### src/rtl/instr_fetch_issue_pkg.sv
// Shared constants for the instruction memory, fetch/issue stage and cache controller.
// Holds field layout, opcodes and FSM state encoding.
package instr_fetch_issue_pkg;

  localparam int PC_W     = 5;
  localparam int INSTR_W  = 10;
  localparam int ADDR_W   = 4;
  localparam int DATA_W   = 4;
  localparam int RET_W    = 8;
  localparam int LAST_PC  = 31;
  localparam int MAX_WAIT = 15;
  localparam int WAIT_W   = 4;

  localparam int OP_MSB   = 9;
  localparam int OP_LSB   = 8;
  localparam int ADDR_MSB = 7;
  localparam int ADDR_LSB = 4;
  localparam int DATA_MSB = 3;
  localparam int DATA_LSB = 0;

  localparam logic [1:0] OP_NOP   = 2'b00;
  localparam logic [1:0] OP_READ  = 2'b01;
  localparam logic [1:0] OP_WRITE = 2'b10;
  localparam logic [1:0] OP_HALT  = 2'b11;

  typedef enum logic [2:0] {
    S_IDLE,
    S_FETCH,
    S_DECODE,
    S_WAIT,
    S_HALTED
  } state_t;

endpackage

### src/rtl/instr_fetch_issue.sv
// Fetch/issue stage: walks the instruction memory, turns each word into one
// cache request and holds it until the cache controller acknowledges.
//
// state    | meaning
// ---------+--------------------------------------------------------------
// S_IDLE   | out of reset, pc = 0, waiting for start
// S_FETCH  | mem_pc presented, memory registers the word at the closing edge
// S_DECODE | instruction captured; NOP retires, HALT stops, READ/WRITE issue
// S_WAIT   | request held until req_done or the wait budget runs out
// S_HALTED | program finished (HALT, last address retired or timeout)
module instr_fetch_issue
  import instr_fetch_issue_pkg::*;
(
  input  logic               clock,
  input  logic               clear_n,
  input  logic               start,
  output logic [PC_W-1:0]    mem_pc,
  input  logic [INSTR_W-1:0] instr_in,
  output logic               req_valid,
  output logic               req_we,
  output logic [ADDR_W-1:0]  req_addr,
  output logic [DATA_W-1:0]  req_data,
  input  logic               req_done,
  input  logic [DATA_W-1:0]  rd_data,
  output logic [DATA_W-1:0]  last_rd,
  output logic [RET_W-1:0]   retired,
  output logic               busy,
  output logic               halted,
  output logic               error
);

  state_t              state_q, state_d;
  logic [PC_W-1:0]     pc_q, pc_d;
  logic [INSTR_W-1:0]  ir_q, ir_d;
  logic [WAIT_W-1:0]   wait_q, wait_d;
  logic                valid_q, valid_d;
  logic [DATA_W-1:0]   last_rd_q, last_rd_d;
  logic [RET_W-1:0]    retired_q, retired_d;
  logic                error_q, error_d;
  logic                retire;

  always_ff @(posedge clock or negedge clear_n) begin
    if (!clear_n) begin
      state_q   <= S_IDLE;
      pc_q      <= '0;
      ir_q      <= '0;
      wait_q    <= '0;
      valid_q   <= 1'b0;
      last_rd_q <= '0;
      retired_q <= '0;
      error_q   <= 1'b0;
    end else begin
      state_q   <= state_d;
      pc_q      <= pc_d;
      ir_q      <= ir_d;
      wait_q    <= wait_d;
      valid_q   <= valid_d;
      last_rd_q <= last_rd_d;
      retired_q <= retired_d;
      error_q   <= error_d;
    end
  end

  always_comb begin
    state_d   = state_q;
    pc_d      = pc_q;
    ir_d      = ir_q;
    wait_d    = wait_q;
    valid_d   = valid_q;
    last_rd_d = last_rd_q;
    retired_d = retired_q;
    error_d   = error_q;
    retire    = 1'b0;

    case (state_q)
      S_IDLE, S_HALTED: begin
        if (start) begin
          state_d   = S_FETCH;
          pc_d      = '0;
          error_d   = 1'b0;
          retired_d = '0;
          last_rd_d = '0;
        end
      end
      S_FETCH: state_d = S_DECODE;
      S_DECODE: begin
        ir_d = instr_in;
        case (instr_in[OP_MSB:OP_LSB])
          OP_NOP:  retire = 1'b1;
          OP_HALT: state_d = S_HALTED;
          default: begin
            valid_d = 1'b1;
            wait_d  = '0;
            state_d = S_WAIT;
          end
        endcase
      end
      S_WAIT: begin
        if (req_done) begin
          valid_d = 1'b0;
          retire  = 1'b1;
          if (ir_q[OP_MSB:OP_LSB] == OP_READ) last_rd_d = rd_data;
        end else begin
          wait_d = wait_q + 1'b1;
          // Timeout on the edge where the count reaches MAX_WAIT, i.e. after MAX_WAIT WAIT cycles.
          if (wait_q == WAIT_W'(MAX_WAIT - 1)) begin
            error_d = 1'b1;
            valid_d = 1'b0;
            state_d = S_HALTED;
          end
        end
      end
      default: state_d = S_IDLE;
    endcase

    if (retire) begin
      retired_d = retired_q + 1'b1;
      if (pc_q == PC_W'(LAST_PC)) begin
        state_d = S_HALTED;
      end else begin
        pc_d    = pc_q + 1'b1;
        state_d = S_FETCH;
      end
    end
  end

  // Request fields come straight from the captured word, so they stay stable through WAIT.
  assign mem_pc    = pc_q;
  assign req_valid = valid_q;
  assign req_we    = (ir_q[OP_MSB:OP_LSB] == OP_WRITE);
  assign req_addr  = ir_q[ADDR_MSB:ADDR_LSB];
  assign req_data  = req_we ? ir_q[DATA_MSB:DATA_LSB] : '0;
  assign last_rd   = last_rd_q;
  assign retired   = retired_q;
  assign error     = error_q;
  assign halted    = (state_q == S_HALTED);
  assign busy      = (state_q == S_FETCH) || (state_q == S_DECODE) || (state_q == S_WAIT);

endmodule
### config.mk
export PLATFORM = sky130hd
export DESIGN_NAME = instr_fetch_issue
export DESIGN_NICKNAME = d
export VERILOG_FILES = /design/src/rtl/instr_fetch_issue_pkg.sv /design/src/rtl/instr_fetch_issue.sv
export SDC_FILE = /design/constraint.sdc
export NUM_CORES = 1
export LEC_CHECK = 0
export BUFFER_PORTS_ARGS = -buffer_cell sky130_fd_sc_hd__buf_2
export CORE_MARGIN = 2
export CORE_UTILIZATION = 52
export CTS_CLUSTER_SIZE = 20
export DETAILED_ROUTE_END_ITERATION = 6
export HOLD_SLACK_MARGIN = 0.1
export PLACE_DENSITY = 0.78
export SYNTH_ARGS = -nofsm -noshare
export SYNTH_HDL_FRONTEND = slang
export SYNTH_SLANG_ARGS = --single-unit
### constraint.sdc
create_clock -name clock -period 2.35 [get_ports clock]
set_clock_uncertainty 0.05 [all_clocks]
set_input_delay 0.1175 -clock clock [delete_from_list [all_inputs] [get_ports clock]]
set_output_delay 0.1175 -clock clock [all_outputs]
set_load 0.1 [all_outputs]
---- After elaboration in Yosys (flattened, before gate mapping) ----
Cells that the tools add are included.
cells by class
  add/sub/neg operators ................... 3
  reduce and logical (&&, ||, !) cells .... 16
  muxes and demuxes ....................... 33
  equality and inequality tests ........... 20
operators by type and width
  kind                 count
  $mux 4               6
  $mux 8               3
  $mux 5               4
  $pmux 4 s2           2
  $mux 3               5
  $ne 3x3->1 const B   5
  $ne 2x2->1 const B   6
  $pmux 3 s4           1
  $reduce_and 4->1     3
  $add 8x1->8 const B  1
  $mux 1               8
  $reduce_bool 2->1    4
  $eq 3x2->1 const B   2
  $pmux 1 s2           3
  $pmux 3 s2           1
  $reduce_and 3->1     2
  $add 5x1->5 const B  1
  $eq 5x5->1 const B   1
  $add 4x1->4 const B  1
  $eq 2x2->1 const B   2
  $eq 4x4->1 const B   1
  $reduce_or 2->1      2
  $eq 3x1->1 const B   1
  $eq 3x3->1 const B   1
  5 further kinds      6
word-level totals
  output and inout port bits .............. 30
  logic and storage cells ................. 80
  register bits after elaboration ......... 36
  input port bits ......................... 18

---- Logic depth before layout (Yosys ltp) ----
  word-level depth ........................ 5
  gate-level depth with buffers ........... 6
  depth with buffers taken out ............ 6

---- Least setup slack after synthesis ----
Ideal clock, no wire load.
  path kind ............................... reg-to-output
  start ................................... reg ir_q[8]
  end ..................................... out req_data[0]
  stages on the path, launching flop included .. 3
  required time ........................... 2183 ps
  path buffers ............................ 0
  data arrival time ....................... 2718 ps
  setup slack ............................. -535 ps
  path through ............................ dfrtp_1 nor2b_1 and2_1
between the ends
  longest elaborated chain between the ends .. 2
RTL lines
  what                    RTL line                  RTL
  from (decl)             instr_fetch_issue.sv:34   logic [INSTR_W-1:0] ir_q, ir_d;
  from (signal assigned)  instr_fetch_issue.sv:55   ir_q <= ir_d;
  $eq 2x2->1              instr_fetch_issue.sv:130  assign req_we = (ir_q[OP_MSB:OP_LSB] == OP_WRITE);
  via req_we              instr_fetch_issue.sv:20   output logic req_we,
  $mux 4                  instr_fetch_issue.sv:132  assign req_data = req_we ? ir_q[DATA_MSB:DATA_LSB] : '0;
  to (decl)               instr_fetch_issue.sv:22   output logic [DATA_W-1:0] req_data,
The timed path passes the listed nets, and every way through them passes these cells.

---- Final worst setup path ----
  start ................................... reg pc_q[0], in the netlist mem_pc[0]
  end ..................................... reg pc_q[3], in the netlist mem_pc[3]
between the ends
  longest elaborated chain between the ends .. 3
  elaborated cells between the ends (all ways) .. 4
  classes of those cells .................. add/sub (1); eq/ne (1); mux (2)
RTL lines
  what                                              RTL line                                            RTL
  from (decl)                                       instr_fetch_issue.sv:33                             logic [PC_W-1:0] pc_q, pc_d;
  from (signal assigned)                            instr_fetch_issue.sv:54                             pc_q <= pc_d;
  $add 5x1->5 / $eq 5x5->1 (equally long branches)  instr_fetch_issue.sv:121, instr_fetch_issue.sv:118
  $mux 5 (*)                                        instr_fetch_issue.sv:118                            if (pc_q == PC_W'(LAST_PC)) begin
  $mux 5 (*)                                        instr_fetch_issue.sv:116                            if (retire) begin
  via pc_d[3]                                       instr_fetch_issue.sv:33
The timed path passes the listed nets; every way through them passes the cells marked *.
A chain may end at the register's enable or synchronous reset.

==> results_dict.tcl <==
set metrics [dict create \
    outcome "completed" \
    drt-initial-drc-count 118 \
    max-slew-margin-rel_pct 47.28 \
    grt_pass1_wl_mm 7.245 \
    cpMaxStageDelayCell "dfrtp_2" \
    synth_top_area_share_pct 47.24 \
    cts_resized 0 \
    hold_buffers 16 \
    synth.most_common_cell "dfrtp_1" \
    diodes 0 \
    clock-sinks 36 \
    drc 0 \
    slowest_delay_ns 0.45 \
    dpl.hpwl_mm 2.716 \
    vias 1603 \
    avgSynthCellArea_sq_um 10.31 \
    cts_root_buf "clkbuf_4" \
    syn_inst 185 \
    r2r_cells 6 \
    crit_top_cell "ha_1" \
    startpoint_type "flip-flop" \
    synth_edf_count 0 \
    cap_viol_max_count 0 \
    start_util_pct 55.82 \
    crit_cells 6 \
    yosysTopAreaCell "dfrtp_1" \
    hold_violations 0 \
    drt_first_pass_iters 4 \
    end_kind "flip-flop" \
    layout.nets 269 \
    tns_ns 0 \
    layout-drive-gt1-share_pct 30.20 \
    fin_crit_sh_pct 87.96 \
    postCtsSetupBuffers 0 \
    ys_warn_count 0 \
    routed_wl_mm 4.023 \
    synthDistinctLibCells 40 \
    async_flop_share_pct 100.0 \
    crit_fanout 5 \
    clockBufferDepth 2 \
    clk_pin_slew_ns 0.11 \
    cp_top_family "simple AND/OR/NAND/NOR gates" \
    crit_buf_inv 0 \
    timing.fmax_ghz 0.4838 \
    die_area_sq_mm 0.004167 \
    ant_nets 0 \
    critPathRequiredTime_ns 2.57 \
    finalSetupViolations 0 \
    yosys-top-cells-area "dfrtp_1 (47%), mux2_2 (6.5%), ha_1 (4.6%)" \
    grt_max_degree 37 \
    die_x_um 64.56 \
    place_congestion 0.8229 \
    cts_buffers 5 \
    ioPinCount 48 \
    cp.arrival_ns 2.28 \
    rows 21 \
    hold_class "input port to flip-flop" \
    die_height_um 64.56 \
    synth_seq_cells 36 \
    cts_tree "built" \
    io_buffers 47 \
    synthTopCellsByCount "dfrtp_1 (36), nand2_1 (15), nand3_1 (12)" \
    syn_nets 210 \
    antenna_found_initial 0 \
    tightest_slew_ns 0.7908 \
    design.core.area_sq_mm 0.003416 \
    htree_levels 2 \
    globalRoute.totalOverflow 0 \
    slew_violations 0 \
    wl_per_cell_um 13.82 \
    fill_cells 283 \
    grt_pass1_vias 1543 \
    area_growth_pct 24.02 \
    crit_chain "ha_1 > and3_1 > ha_1 > or3b_1 > nor3_1 > mux2i_1" \
    finalCriticalPeriod_ns 2.067 \
    synthFlopType "dfrtp_1" \
    netlist_area_sq_mm 0.001907 \
    track_usage_pct 22.49 \
    synth_seq_area_share_pct 47.24 \
    rsz0062_at_grt "no" \
    worst-setup-path-type "flip-flop to flip-flop" \
    hold_path_depth 4 \
    vias_per_cell 5.509 \
    worstSkewPairLatency_ns 0.33 \
]
==> path summary, 6_finish.rpt <==
kind | from | end | slack, ns
max in group asynchronous | clear_n | mem_pc[1] | 1.37
min | req_done | state_q[1] | 0.12
min in group asynchronous | clear_n | mem_pc[2] | 0.34
min reg2reg | retired[7] | retired[7] | 0.43
max | mem_pc[0] | mem_pc[3] | 0.28
max reg2reg | mem_pc[0] | mem_pc[3] | 0.28
==> placed cells by master, fill, tap and decap left out, types with 3 or more instances in the layout <==
master	count
nor2_1	7
nor3_1	3
clkbuf_4	5
o21ai_0	8
ha_1	7
dfrtp_1	34
nand3_1	12
nand2_1	15
a21oi_1	6
and2_1	6
nand4b_1	3
mux2i_1	8
o211ai_1	6
mux2_2	11
inv_1	8
dlygate4sd3_1	16
nor4_1	3
o31ai_1	3
buf_2	47
==> layer usage <==
metal	vias up	share of wire (%)	GRT usage (%)
met5	-	0	0
met4	0	0.37	5.585
met3	2	5.1	6.076
met2	46	50	36.85
met1	764	45	29.79
li1	791	-	-
==> worst register-to-register path, stage by stage, from the launching register on <==
cell and delay, ns:
dfrtp_2 0.45, ha_1 0.22, and3_1 0.19, ha_1 0.19, or3b_1 0.44, nor3_1 0.26, mux2i_1 0.21
==> layout make-up <==
cell class | count | area [sq um] | share of cell area [%]
Sequential cell | 36 | 903.4 | 38.20
Multi-Input combinational cell | 128 | 904.6 | 38.25
Clock buffer | 8 | 58.81 | 2.487
Inverter | 8 | 30.03 | 1.270
Tap cell | 46 | 57.56 | 2.434
Timing Repair Buffer | 65 | 410.4 | 17.35
==> per-stage QoR <==
| step | cell area [sq um] | util (%) | hold WS, ns | cells | setup WS, ns |
|---|---|---|---|---|---|
| 2_1_floorplan | 1912 | - | -0.2281 | 185 | 0.06479 |
| 3_3_place_gp | 2146 | 62.82 | 0.1965 | 267 | 0.4002 |
| 3_5_place_dp | 2146 | 62.82 | 0.1931 | 267 | 0.3259 |
| 4_1_cts | 2365 | 69.23 | 0.1117 | 291 | 0.2983 |
| 5_1_grt | 2365 | 69.23 | 0.1768 | 291 | 0.1588 |
| 6_report | 2365 | 69.23 | 0.1236 | 291 | 0.2828 |
==> flip-flops by register name, summed over array words and instances, names as in the netlist <==
register	cells
req_valid	1
retired	8
mem_pc	5
state_q	3
last_rd	4
error	1
wait_q	4
ir_q	10
==> cells by family (layout without fill, tap and decap cells) <==
logic type | Yosys count | count (layout) | share of synthesized area (%)
AO/OA/AOI/OAI | 31 | 31 | 10.43
adder cells (fa/ha/maj) | 7 | 7 | 4.593
buffers and inverters | 21 | 81 | 5.446
flip-flops | 36 | 36 | 47.24
multiplexers | 20 | 20 | 11.42
AND/OR/NAND/NOR | 70 | 70 | 20.87
Power is not shown: default switching activity piles up to over one toggle a cycle in this logic, so the estimate is an artifact.
